--- src/rtl/constants_pkg.sv ---
// Shared type definitions for the assembler datapath: the global assembly
// state and the line-transmission sub-state used by the sequencer.
package constants;

  // Global assembly run state, visible to the processor reset and status LED
  typedef enum logic [2:0] {
    IDLE,
    PC_MAPPING,
    INSTRUCTION_MAPPING,
    SUCCESS,
    ERROR
  } assembler_state_t;

  // Per-line transmission sub-state of the sequencer
  typedef enum logic [2:0] {
    OFF,
    START,
    NEW_LINE,
    SEND,
    DRAIN
  } tx_state_t;

endpackage

--- src/rtl/assembler_sequencer_valid_delay_pipe.sv ---
// Fixed-depth shift pipe carrying a valid flag and its column index so the
// data-valid strobe lines up with the BRAM read latency. A synchronous squash
// discards everything in flight, including the value being shifted in.
module valid_delay_pipe #(
  parameter int DEPTH = 2,
  parameter int COL_W = 6
) (
  input  logic             clk_in,
  input  logic             rst_in,
  input  logic             squash_in,
  input  logic             valid_in,
  input  logic [COL_W-1:0] col_in,
  output logic             valid_out,
  output logic [COL_W-1:0] col_out
);

  logic [DEPTH-1:0]            valid_q, valid_d;
  logic [DEPTH-1:0][COL_W-1:0] col_q, col_d;

  // Shift one stage per cycle, or empty the whole pipe on squash
  always_comb begin
    valid_d = '0;
    col_d   = '0;
    if (!squash_in) begin
      valid_d[0] = valid_in;
      col_d[0]   = col_in;
      for (int i = 1; i < DEPTH; i++) begin
        valid_d[i] = valid_q[i-1];
        col_d[i]   = col_q[i-1];
      end
    end
  end

  // Pipe stage registers with asynchronous clear
  always_ff @(posedge clk_in or posedge rst_in) begin
    if (rst_in) begin
      valid_q <= '0;
      col_q   <= '0;
    end else begin
      valid_q <= valid_d;
      col_q   <= col_d;
    end
  end

  assign valid_out = valid_q[DEPTH-1];
  assign col_out   = col_q[DEPTH-1];

endmodule

--- src/rtl/assembler_sequencer.sv ---
// Two-pass assembly sequencer: walks the text-editor BRAM line by line,
// streams latency-aligned characters to the assembler and owns the global
// assembler state. Every output comes straight from a flop.
module assembler_sequencer
  import constants::*;
#(
  parameter int CHAR_PER_LINE = 64,
  parameter int NUMBER_LINES  = 256,
  parameter int READ_LATENCY  = 2
) (
  input  logic                                            clk_in,
  input  logic                                            rst_in,
  input  logic                                            start_in,
  input  logic                                            line_done_in,
  input  logic                                            line_error_in,
  output assembler_state_t                                state_out,
  output logic                                            asm_rst_out,
  output logic                                            rd_en_out,
  output logic [$clog2(CHAR_PER_LINE*NUMBER_LINES)-1:0]   rd_addr_out,
  output logic                                            new_line_out,
  output logic                                            new_char_out,
  output logic [$clog2(NUMBER_LINES)-1:0]                 line_count_out,
  output logic [$clog2(CHAR_PER_LINE)-1:0]                char_count_out,
  output logic                                            busy_out
);

  localparam int ADDR_W  = $clog2(CHAR_PER_LINE * NUMBER_LINES);
  localparam int LINE_W  = $clog2(NUMBER_LINES);
  localparam int COL_W   = $clog2(CHAR_PER_LINE);
  localparam int DRAIN_W = (READ_LATENCY > 1) ? $clog2(READ_LATENCY) : 1;

  localparam logic [COL_W-1:0]   LAST_COL   = COL_W'(CHAR_PER_LINE - 1);
  localparam logic [LINE_W-1:0]  LAST_LINE  = LINE_W'(NUMBER_LINES - 1);
  localparam logic [DRAIN_W-1:0] LAST_DRAIN = DRAIN_W'(READ_LATENCY - 1);

  assembler_state_t    state_q, state_d;
  tx_state_t           tx_q, tx_d;
  logic [LINE_W-1:0]   line_q, line_d;
  logic [COL_W-1:0]    col_q, col_d;
  logic [DRAIN_W-1:0]  drain_q, drain_d;
  logic [ADDR_W-1:0]   rd_addr_q, rd_addr_d;
  logic [COL_W-1:0]    rd_col_q, rd_col_d;
  logic                asm_rst_q, asm_rst_d;
  logic                rd_en_q, rd_en_d;
  logic                new_line_q, new_line_d;
  logic                busy_q, busy_d;
  logic                squash;
  logic                line_end;
  logic                mapping;

  // Next-state logic: restart, error and early line end take priority over
  // the normal NEW_LINE -> SEND -> DRAIN walk; a finished line then decides
  // between the next line, the second pass and completion.
  always_comb begin
    state_d    = state_q;
    tx_d       = tx_q;
    line_d     = line_q;
    col_d      = col_q;
    drain_d    = drain_q;
    rd_addr_d  = rd_addr_q;
    rd_col_d   = rd_col_q;
    asm_rst_d  = 1'b0;
    rd_en_d    = 1'b0;
    new_line_d = 1'b0;
    squash     = 1'b0;
    line_end   = 1'b0;
    mapping    = (state_q == PC_MAPPING) || (state_q == INSTRUCTION_MAPPING);

    if (start_in) begin
      state_d   = PC_MAPPING;
      tx_d      = START;
      line_d    = '0;
      col_d     = '0;
      drain_d   = '0;
      squash    = 1'b1;
      asm_rst_d = 1'b1;
    end else if (mapping && line_error_in) begin
      state_d = ERROR;
      tx_d    = OFF;
      squash  = 1'b1;
    end else if (mapping && line_done_in && (tx_q == SEND || tx_q == DRAIN)) begin
      squash   = 1'b1;
      line_end = 1'b1;
    end else begin
      case (tx_q)
        START: begin
          tx_d  = NEW_LINE;
          col_d = '0;
        end
        NEW_LINE: begin
          new_line_d = 1'b1;
          tx_d       = SEND;
          col_d      = '0;
        end
        SEND: begin
          rd_en_d   = 1'b1;
          rd_addr_d = ADDR_W'(line_q) * ADDR_W'(CHAR_PER_LINE) + ADDR_W'(col_q);
          rd_col_d  = col_q;
          if (col_q == LAST_COL) begin
            tx_d    = DRAIN;
            drain_d = '0;
          end else begin
            col_d = col_q + 1'b1;
          end
        end
        DRAIN: begin
          if (drain_q == LAST_DRAIN) begin
            line_end = 1'b1;
          end else begin
            drain_d = drain_q + 1'b1;
          end
        end
        default: begin
        end
      endcase
    end

    if (line_end) begin
      col_d   = '0;
      drain_d = '0;
      if (line_q != LAST_LINE) begin
        tx_d   = NEW_LINE;
        line_d = line_q + 1'b1;
      end else if (state_q == PC_MAPPING) begin
        state_d = INSTRUCTION_MAPPING;
        tx_d    = START;
        line_d  = '0;
      end else begin
        state_d = SUCCESS;
        tx_d    = OFF;
      end
    end

    busy_d = (state_d == PC_MAPPING) || (state_d == INSTRUCTION_MAPPING);
  end

  // State, counter and output registers
  always_ff @(posedge clk_in or posedge rst_in) begin
    if (rst_in) begin
      state_q    <= IDLE;
      tx_q       <= OFF;
      line_q     <= '0;
      col_q      <= '0;
      drain_q    <= '0;
      rd_addr_q  <= '0;
      rd_col_q   <= '0;
      asm_rst_q  <= 1'b0;
      rd_en_q    <= 1'b0;
      new_line_q <= 1'b0;
      busy_q     <= 1'b0;
    end else begin
      state_q    <= state_d;
      tx_q       <= tx_d;
      line_q     <= line_d;
      col_q      <= col_d;
      drain_q    <= drain_d;
      rd_addr_q  <= rd_addr_d;
      rd_col_q   <= rd_col_d;
      asm_rst_q  <= asm_rst_d;
      rd_en_q    <= rd_en_d;
      new_line_q <= new_line_d;
      busy_q     <= busy_d;
    end
  end

  valid_delay_pipe #(
    .DEPTH (READ_LATENCY),
    .COL_W (COL_W)
  ) u_pipe (
    .clk_in    (clk_in),
    .rst_in    (rst_in),
    .squash_in (squash),
    .valid_in  (rd_en_q),
    .col_in    (rd_col_q),
    .valid_out (new_char_out),
    .col_out   (char_count_out)
  );

  assign state_out      = state_q;
  assign asm_rst_out    = asm_rst_q;
  assign rd_en_out      = rd_en_q;
  assign rd_addr_out    = rd_addr_q;
  assign new_line_out   = new_line_q;
  assign line_count_out = line_q;
  assign busy_out       = busy_q;

endmodule

--- config.mk ---
export PLATFORM = sky130hd
export DESIGN_NAME = assembler_sequencer
export DESIGN_NICKNAME = d
export VERILOG_FILES = /design/src/rtl/constants_pkg.sv /design/src/rtl/assembler_sequencer_valid_delay_pipe.sv /design/src/rtl/assembler_sequencer.sv
export SDC_FILE = /design/constraint.sdc
export NUM_CORES = 1
export LEC_CHECK = 0
export ABC_AREA = 1
export ABC_CLOCK_PERIOD_IN_PS = 4950
export CORE_MARGIN = 4
export CORE_UTILIZATION = 45
export CTS_CLUSTER_DIAMETER = 200
export DETAILED_ROUTE_END_ITERATION = 16
export PLACE_DENSITY = 0.71
export RECOVER_POWER = 50
export SKIP_CTS_REPAIR_TIMING = 1
export SLEW_MARGIN = 20
export SYNTH_ARGS = -nofsm -noshare
export SYNTH_HDL_FRONTEND = slang
export SYNTH_HIERARCHICAL = 1
export SYNTH_SLANG_ARGS = --single-unit
--- constraint.sdc ---
create_clock -name clk_in -period 4.95 [get_ports clk_in]
set_clock_uncertainty 0.15 [all_clocks]
set_input_delay 0.7425 -clock clk_in [delete_from_list [all_inputs] [get_ports clk_in]]
set_output_delay 0.7425 -clock clk_in [all_outputs]
set_load 0.01 [all_outputs]
# Word-level counts from Yosys, hierarchy flattened
# Cells that the tools add are included.
[op_classes]
n_addsub = 4
n_eq_ne = 16
mux = 49
n_bitwise = 3
n_reduce_logical = 14
[op_table]
columns = ["cell", "n"]
rows = [
  ["$mux 8", 4],
  ["$mux 6", 5],
  ["$mux 3", 9],
  ["$mux 1", 25],
  ["$add 14x6->14", 1],
  ["$eq 3x2->1 const B", 4],
  ["$mux 12", 1],
  ["$pmux 6 s2", 1],
  ["$reduce_and 4->1", 3],
  ["$eq 3x1->1 const B", 3],
  ["$pmux 3 s3", 1],
  ["$add 8x1->8 const B", 1],
  ["$ne 4x4->1 const B", 2],
  ["$ne 8x8->1 const B", 1],
  ["$reduce_bool 4->1", 2],
  ["$add 6x1->6 const B", 1],
  ["$eq 6x6->1 const B", 1],
  ["$ne 3x3->1 const B", 2],
  ["$reduce_bool 6->1", 1],
  ["$ne 5x4->1 const B", 1],
  ["$mux 2", 2],
  ["$ne 4x3->1 const B", 1],
  ["$eq 3x3->1 const B", 1],
  ["$logic_and 1x1->1", 3],
  ["6 further kinds", 10],
]
[word_totals]
ff_bits = 59
inputBits = 5
output_inout_bits = 36

# Longest topological paths before layout
# Gate-level depths: netlist (run 1).
[depth]
word_depth = 10
mapped_depth = 13
ltp_nobuf = 12

# Hierarchy
# The synthesis (run 1) kept the hierarchy.
[by_module_without_submodules]
columns = ["module", "instances", "cells_per_inst", "area_each_um2", "seq_area_each_um2"]
rows = [
  ["assembler_sequencer", 1, 236, 2082.0, 975.9],
  ["valid_delay_pipe", 1, 50, 515.5, 350.3],
]

# Least setup slack after synthesis (run 1)
# OpenSTA, ideal clock, no wires.
[synth_timing]
path_type = "input to register"
startpoint = "in start_in"
endpoint = "reg rd_addr_q[4] (netlist: rd_addr_out[4])"
t_arrival_ns = 1.620
t_required_ns = 4.681
setup_slack_ns = 3.061
path_stages = 8
path_buffers = 2
path_cell_list = "buf_2 inv_2 nand2_4 nor2_8 inv_6 buf_6 nand2_2 o21ai_2"
[synth_via]
elab_chain_cells = 2
[synth_rtl]
columns = ["item", "line", "source"]
rows = [
  ["from (decl)", "assembler_sequencer.sv:13", "input logic start_in,"],
  ["$not 1->1 (no source line)", "n/a", ""],
  ["$reduce_and 4->1 (no source line)", "n/a", ""],
  ["to (signal assigned)", "assembler_sequencer.sv:157", "rd_addr_q <= rd_addr_d;"],
  ["to (decl)", "assembler_sequencer.sv:41", "logic [ADDR_W-1:0] rd_addr_q, rd_addr_d;"],
]
# Every way passes these cells.
# A chain may end at the register's enable or synchronous reset.

==> impl_metrics.json, run 1 <==
{
  "status": "complete, but fails checks",
  "failed_checks": "capacitance limit, slew limit",
  "worstPathMaxFanout": 39,
  "synthXorXnorAreaFrac": 0.0169,
  "period_needed_ns": 2.99,
  "route.antenna.remaining_nets": 0,
  "clk_pin_slew_worst_paths_ns": 0.10,
  "setup_viol": 0,
  "hold_class": "reg2reg",
  "relSlewSlack": -0.379,
  "grt_pass1_wl_um": 8630,
  "vias_per_cell": 4.87,
  "tns_ns": 0,
  "period_share": 0.605,
  "synth_top_family_by_area": "simple AND/OR/NAND/NOR gates",
  "critPathLaunchType": "input pin",
  "numCtsBuffers": 5,
  "ios": 41,
  "routedWlPerCell_um": 12.4,
  "dp_hpwl_um": 3560,
  "hold_viol_final": 0,
  "grt_pass1_vias": 1826,
  "drc": 0,
  "multi_input_area_um2": 975,
  "grt.total_usage": 0.149,
  "ff_latch_area_mm2": 0.00133,
  "clk_path_buf_depth": 2,
  "swShare": 0.306,
  "worst_pin_slew_ns": 2.07,
  "switchingPower_uw": 360,
  "num_vias": 1917,
  "seq_power_share": 0.452,
  "die_w_um": 84.0,
  "synth_edf_count": 0,
  "fin_nets": 328,
  "fp.dieArea_mm2": 0.00705,
  "max_cap_violations": 1,
  "hp-start": "u_pipe/col_q[4]",
  "synth.area.mux_share": 0,
  "netlist_area_mm2": 0.00260,
  "instances_no_fill": 394,
  "h-tree-depth": 2,
  "power.leakage_nw": 1.47,
  "grt_max_degree": 40,
  "cts_root_buf": "clkbuf_8",
  "final_cell_mix": "62 x nand2_1, 53 x dfrtp_1, 39 x inv_1",
  "drt_pass1_iterations": 4,
  "layout_setup_ws_ns": 1.96,
  "p_clk_frac": 0.290,
  "row_count": 27,
  "p_comb_frac": 0.258,
  "syn_inst": 286,
  "power.density_mw_per_mm2": 380,
  "synth_nets": 293,
  "grt_overflow_total": 0,
  "ir_drop_mv": 0.203,
  "slew_violations": 40,
  "drive_gt1_frac": 0.140,
  "totalWireLength_um": 4870,
  "core_area_mm2": 0.00554,
  "start_util": 0.469,
  "grt-busiest-layer": "met2",
  "synth.avg_cell_area_um2": 9.08,
  "use_met3": 0.0346,
  "clk_latency_ns": 0.31,
  "routabilityCongestion": 0.837,
  "synth-async-reset-ratio": 1.00,
  "clkSinkCount": 53,
  "cp-end-kind": "async pin",
  "synth_top_flop_cell": "dfrtp_1",
  "grtUsageMet1": 0.203,
  "fmaxAchievable_mhz": 334,
  "ys_seq_area_frac": 0.511,
  "layout_commonest_cell": "nand2_1",
  "n_fill_cell": 503,
  "drtIter0Drc": 51,
  "r2r_start": "state_out[1]",
  "cp.required_ns": 4.81,
  "synth_fa_ha_area_frac": 0.00963,
  "syn_to_final_growth_pct": 19.3,
  "pre_cts_ws_ns": 2.31,
  "place_inst": 386,
  "diodes": 0,
  "synth_warnings": 6,
  "met2_usage": 0.239,
  "synth_cell_types": 34,
  "cts_tree": "yes",
  "rsz0062_at_grt": "no",
  "yosys.area_share.simple": 0.269,
  "synth-compound-area-share": 0.0857,
  "die_y_um": 84.0,
  "numPortBuffers": 40,
  "internal_power_uw": 818,
  "grt_antenna_before_repair": 0,
  "criticalPathCategory": "in2async",
  "crit_start": "rst_in",
  "synth-seq-cells": 53,
  "arrival_ns": 2.85
}
==> sequential cells by signal, summed over array words and instances, names as in the netlist, 2 cells and up <==
signal and flops:
rd_addr_out 14, line_count_out 8, col_q 6, u_pipe/col_out 6, u_pipe/col_q 6, state_out 3
tx_q 3, u_pipe/valid_q 2
==> power by group through the flow <==
stage               clock, mW  combinational (mW)  sequential [mW]
floorplan                   0               0.207            0.545
global placement            0               0.305            0.541
detailed placement          0               0.312            0.541
CTS                     0.348               0.313            0.533
global route            0.367               0.341            0.541
finish                  0.342               0.304            0.532
==> metal layers <==
metal / up-vias / wire length (um)
li1: 964 / -
met1: 905 / 2320
met2: 40 / 2290
met3: 8 / 198
met4: 0 / 63
met5: - / 0
==> Yosys cell counts (2+ instances only) <==
library cell	instances	area (um^2)
xor2_1	4	35.0
o22ai_1	5	31.3
nand2_2	12	75.1
nand3_1	17	85.1
dfrtp_1	53	1330
o21ai_2	10	87.6
nor3_1	4	20.0
nand3_4	3	52.6
nor2_1	22	82.6
nand4_1	4	25.0
a21oi_1	2	10.0
buf_4	6	45.0
inv_2	5	18.8
buf_6	5	56.3
nand2_1	60	225
buf_2	2	10.0
inv_1	37	139
o21ai_1	7	35.0
ha_1	2	25.0
o21ai_0	9	45.0
nand2_4	4	45.0
==> layout make-up <==
class | count | area share
inverters | 44 | 0.0549
clock inverters | 3 | 0.0210
well taps | 72 | 0.0291
flip-flops and latches | 53 | 0.428
clock buffers | 5 | 0.0222
multi-input cells | 176 | 0.314
repair buffers | 41 | 0.130
==> critical path, stage by stage <==
cell and delay, ns:
dlygate4sd3_1 0.56, inv_1 0.06, clkbuf_1 1.48
==> worst paths after layout <==
check | end | slack, ns | depth (start not counted)
worst max register to register | rd_addr_out[11] | 2.49 | 10
worst min-delay path | u_pipe/col_out[4] | 0.31 | 2
worst max-delay path | rd_addr_out[8] | 1.96 | 3
max in group clk_in | rd_addr_out[11] | 2.21 | 7
min in group asynchronous | u_pipe/col_q[5] | 0.78 | 2
worst min register to register | u_pipe/col_out[4] | 0.31 | 2
==> per-stage QoR <==
step	total power [mW]	util	cell area [um^2]	hold slack, ns
floorplan	0.751	-	2600	0.284
finish	1.18	0.559	3100	0.310
detailed placement	0.852	0.539	2980	0.296
CTS	1.19	0.563	3120	0.315
global route	1.25	0.559	3100	0.327
global placement	0.846	0.539	2980	0.290
==> kinds of logic (layout without fill, tap and decap cells) <==
| kind of cell | Yosys count | after routing |
|---|---|---|
| AO/OA/AOI/OAI | 35 | 35 |
| XOR/XNOR | 5 | 5 |
| adder cells (fa/ha/maj) | 2 | 2 |
| buffers and inverters | 57 | 93 |
| flip-flops | 53 | 53 |
| AND/OR/NAND/NOR | 134 | 134 |
Note: power is estimated with default switching activity, not from simulation.
==> inputs of run 2 (changes only) <==
--- a/config.mk
+++ b/config.mk
@@ -6,7 +6,7 @@
 export NUM_CORES = 1
 export LEC_CHECK = 0
 export ABC_AREA = 1
-export ABC_CLOCK_PERIOD_IN_PS = 4950
+export ABC_CLOCK_PERIOD_IN_PS = 2900
 export CORE_MARGIN = 4
 export CORE_UTILIZATION = 45
 export CTS_CLUSTER_DIAMETER = 200
==> constraint.sdc (replaced) <==
create_clock -name clk_in -period 2.9 [get_ports clk_in]
set_clock_uncertainty 0.15 [all_clocks]
set_input_delay 0.435 -clock clk_in [delete_from_list [all_inputs] [get_ports clk_in]]
set_output_delay 0.435 -clock clk_in [all_outputs]
set_load 0.01 [all_outputs]
==> impl_metrics.json, run 2 (synthesis results as in run 1) <==
{
  "relSlewSlack": 0.351,
  "cp-end-kind": "register",
  "grt_pass1_wl_um": 8610,
  "diodes": 0,
  "routabilityCongestion": 0.803,
  "arrival_ns": 2.18,
  "status": "completed",
  "clk_pin_slew_worst_paths_ns": 0.09,
  "dp_hpwl_um": 3630,
  "drive_gt1_frac": 0.152,
  "route.antenna.remaining_nets": 0,
  "ff_latch_area_mm2": 0.00133,
  "tns_ns": 0,
  "final_cell_mix": "60 x nand2_1, 53 x dfrtp_1, 38 x inv_1",
  "met2_usage": 0.249,
  "max_cap_violations": 0,
  "grt_overflow_total": 0,
  "grt.total_usage": 0.148,
  "rsz0062_at_grt": "no",
  "largest_reg_flops": 14,
  "n_fill_cell": 524,
  "cts_tree": "yes",
  "die_w_um": 84.0,
  "clk_latency_ns": 0.30,
  "cp.required_ns": 2.97,
  "hold_viol_final": 0,
  "layout_commonest_cell": "nand2_1",
  "grt_pass1_vias": 1854,
  "numPortBuffers": 40,
  "start_util": 0.469,
  "die_y_um": 84.0,
  "grt-busiest-layer": "met2",
  "num_vias": 1931,
  "fin_nets": 329,
  "placed_cell_area_mm2": 0.00299,
  "row_count": 27,
  "period_needed_ns": 2.11,
  "holdWs_ns": 0.317,
  "power.density_mw_per_mm2": 625,
  "vias_per_cell": 4.89,
  "clk_path_buf_depth": 2,
  "critPathLaunchType": "register",
  "drt_pass1_iterations": 5,
  "criticalPathCategory": "reg2reg",
  "slew_violations": 0,
  "design_area_mm2": 0.00311,
  "ios": 41,
  "power.leakage_nw": 1.52,
  "grtUsageMet1": 0.189,
  "grt_antenna_before_repair": 0,
  "drtIter0Drc": 64,
  "totalWireLength_um": 4950,
  "fp.dieArea_mm2": 0.00705,
  "worstPathMaxFanout": 6,
  "period_share": 0.729,
  "clkSinkCount": 53,
  "cts_root_buf": "clkbuf_8",
  "drc": 0,
  "multi_input_area_um2": 990,
  "numCtsBuffers": 5,
  "ir_drop_mv": 0.257,
  "routedWlPerCell_um": 12.5,
  "h-tree-depth": 2,
  "worst_pin_slew_ns": 0.973,
  "setup_viol": 0,
  "syn_to_final_growth_pct": 19.6,
  "fmaxAchievable_mhz": 473,
  "grt_max_degree": 40,
  "core_area_mm2": 0.00554,
  "hold_class": "reg2reg",
  "use_met3": 0.0385
}
## run 2: cell types whose count changed in the layout (fill, tap and decap cells not counted), sizes merged
cell and change:
clkdlybuf4s50 -15, clkinvlp +1, clkinv -1, bufinv -1
clkbuf +2, dlygate4sd3 +15
## run 2: final timing paths
| kind | from | end | slack [ns] | depth (start not counted) |
|---|---|---|---|---|
| setup / recovery | line_count_out[0] | line_count_out[6] | 0.79 | 9 |
| hold / removal | u_pipe/col_q[0] | u_pipe/col_out[0] | 0.32 | 2 |
| setup reg to reg | line_count_out[0] | line_count_out[6] | 0.79 | 9 |
| hold reg to reg | u_pipe/col_q[0] | u_pipe/col_out[0] | 0.32 | 2 |
| max in group asynchronous | rst_in | line_count_out[7] | 1.25 | 3 |
| min in group asynchronous | rst_in | u_pipe/col_out[2] | 0.46 | 2 |
## run 2: layer usage
layer | part of all wire | routed length, um
met5 | 0 | 0
met3 | 0.046 | 228
met1 | 0.47 | 2320
met4 | 0.0083 | 41
met2 | 0.48 | 2360
## run 2: critical path, cell delays in order (launching register included)
cell	delay [ns]
dfrtp_1	0.48
ha_1	0.23
nand3_1	0.11
nor2_1	0.14
nand4_1	0.25
clkinv_1	0.13
nand2_1	0.10
nand3_1	0.11
nand2_1	0.17
o22ai_1	0.18
## run 2: where the power goes
group / switching [mW] / total (mW) / internal, mW
logic: 0.293 / 0.515 / 0.222
registers: 0.0837 / 0.909 / 0.826
clock network: 0.237 / 0.518 / 0.281
## run 2: layout make-up
type	count	share of cell area
tap	72	0.0290
multi-input combinational	176	0.319
clock inverter	2	0.0121
clock buffer	6	0.0266
inverter	44	0.0548
sequential	53	0.427
timing repair buffer	42	0.132
## run 2: stage by stage
step	setup slack (ns)	utilization	total power [mW]	instances
floorplan	1.14	-	1.28	286
finish	0.787	0.561	1.94	395
global placement	0.625	0.540	1.45	387
detailed placement	0.564	0.540	1.46	387
global route	0.616	0.561	2.06	395
CTS	0.771	0.562	1.98	395
==> inputs of run 3 (changes only) <==
--- a/config.mk
+++ b/config.mk
@@ -6,12 +6,12 @@
 export NUM_CORES = 1
 export LEC_CHECK = 0
 export ABC_AREA = 1
-export ABC_CLOCK_PERIOD_IN_PS = 2900
+export ABC_CLOCK_PERIOD_IN_PS = 1900
 export CORE_MARGIN = 4
 export CORE_UTILIZATION = 45
 export CTS_CLUSTER_DIAMETER = 200
 export DETAILED_ROUTE_END_ITERATION = 16
-export PLACE_DENSITY = 0.71
+export PLACE_DENSITY = 0.73
 export RECOVER_POWER = 50
 export SKIP_CTS_REPAIR_TIMING = 1
 export SLEW_MARGIN = 20
==> constraint.sdc (replaced) <==
create_clock -name clk_in -period 1.9 [get_ports clk_in]
set_clock_uncertainty 0.15 [all_clocks]
set_input_delay 0.285 -clock clk_in [delete_from_list [all_inputs] [get_ports clk_in]]
set_output_delay 0.285 -clock clk_in [all_outputs]
set_load 0.01 [all_outputs]
==> impl_metrics.json, run 3 (synthesis results as in run 1) <==
{
  "cpMaxStageDelayCell": "dfrtp_1",
  "grt_pass1_vias": 1886,
  "grt.total_usage": 0.149,
  "highest-signal-layer": "met4",
  "cp-end-kind": "register",
  "dp_hpwl_um": 3630,
  "relSlewSlack": 0.373,
  "vias_per_cell": 4.81,
  "final_cell_mix": "58 x nand2_1, 50 x dfrtp_1, 39 x clkdlybuf4s50_1",
  "h-tree-depth": 2,
  "drt-met1-wl_um": 2450,
  "row_count": 27,
  "critPathLaunchType": "register",
  "max_cap_violations": 0,
  "route.met3.wl_um": 232,
  "design_area_mm2": 0.00325,
  "route.antenna.remaining_nets": 0,
  "power.density_mw_per_mm2": 947,
  "clk_pin_slew_worst_paths_ns": 0.09,
  "hold_class": "in2async",
  "die_y_um": 84.0,
  "hold_viol_final": 0,
  "clk_latency_ns": 0.30,
  "cts_root_buf": "clkbuf_8",
  "cpMostUsedCell": "nand2_2",
  "ir_drop_mv": 0.425,
  "criticalPathCategory": "reg2reg",
  "clkSinkCount": 53,
  "fp.dieArea_mm2": 0.00705,
  "numPortBuffers": 40,
  "grt_antenna_before_repair": 0,
  "path_cells": "nand3b_4, nand2_2, nand2_2, nand2_2, nor3_2, nor2_2, buf_4, nand2_1, o21ai_1",
  "period_share": 0.944,
  "grt_overflow_total": 0,
  "drt_pass1_iterations": 4,
  "grt_pass1_wl_um": 8610,
  "numCtsBuffers": 5,
  "clk_path_buf_depth": 2,
  "post-route-util": 0.586,
  "r2r_cells": 9,
  "routedWlPerCell_um": 12.3,
  "start_util": 0.469,
  "crit_buf_inv": 1,
  "routabilityCongestion": 0.849,
  "die_w_um": 84.0,
  "largest_reg_flops": 14,
  "grt_max_degree": 40,
  "fmaxAchievable_mhz": 557,
  "dr_wl_met2_um": 2220,
  "layout_commonest_cell": "nand2_1",
  "syn_to_final_growth_pct": 25.0,
  "period_needed_ns": 1.79,
  "diodes": 0,
  "drtIter0Drc": 118,
  "worst_pin_slew_ns": 0.941,
  "slew_violations": 0,
  "totalWireLength_um": 5020,
  "drc": 0,
  "num_vias": 1961,
  "placed_cell_area_mm2": 0.00307,
  "fin_nets": 342,
  "cpLargestDelayFamily": "simple AND/OR/NAND/NOR gates",
  "setup_viol": 0,
  "worstSetupPathDepth": 9,
  "ios": 41,
  "status": "completed",
  "cp.required_ns": 1.94,
  "arrival_ns": 1.84,
  "cpPeakStageDelay_ns": 0.42,
  "drive_gt1_frac": 0.226,
  "worstPathMaxFanout": 10,
  "core_area_mm2": 0.00554,
  "power.leakage_nw": 1.53,
  "cts_tree": "yes"
}
## run 3: cell count changes in the layout (fill, tap and decap cells not counted), sizes merged
cell,before,now
buf,0,13
clkdlybuf4s50,23,39
dlygate4sd3,17,1
## run 3: per-layer routing
layer  global-route usage  vias up
met3               0.0306       11
met2                0.229       50
li1                     -      995
met5                    0        -
met4               0.0629        0
met1                0.205      905
## run 3: power breakdown
part           switching, mW  internal [mW]
Sequential             0.125           1.26
Clock                  0.358          0.428
Combinational          0.484          0.414
## run 3: area by class of cell
| class | count | area [um^2] |
|---|---|---|
| clock buffers | 6 | 82.6 |
| fillers | 486 | 2290 |
| repair buffers | 55 | 507 |
| inverters | 44 | 170 |
| multi-input cells | 176 | 1030 |
| clock inverters | 2 | 37.5 |
| flip-flops and latches | 53 | 1330 |
| well taps | 72 | 90.1 |
## run 3: worst paths after layout
path / from / to / slack, ns
setup reg to reg: state_out[1] / col_q[3] / 0.11
hold / removal: rst_in / u_pipe/col_q[0] / 0.31
hold reg to reg: u_pipe/col_q[3] / u_pipe/col_out[3] / 0.31
max in group asynchronous: rst_in / state_out[0] / 0.37
setup / recovery: state_out[1] / col_q[3] / 0.11
min in group clk_in: u_pipe/col_q[3] / u_pipe/col_out[3] / 0.31
## run 3: through the flow
step / setup slack [ns] / total power [mW] / cells / setup TNS (ns) / hold WS (ns)
after floorplan: 0.137 / 1.96 / 286 / 0 / 0.0242
after global placement: -0.00175 / 2.24 / 396 / -0.00246 / 0.286
after detailed placement: -0.0243 / 2.26 / 396 / -0.0985 / 0.295
after CTS: 0.000872 / 3.04 / 404 / 0 / 0.198
after global routing: -0.0153 / 3.25 / 408 / -0.0377 / 0.328
final: 0.106 / 3.07 / 408 / 0 / 0.314
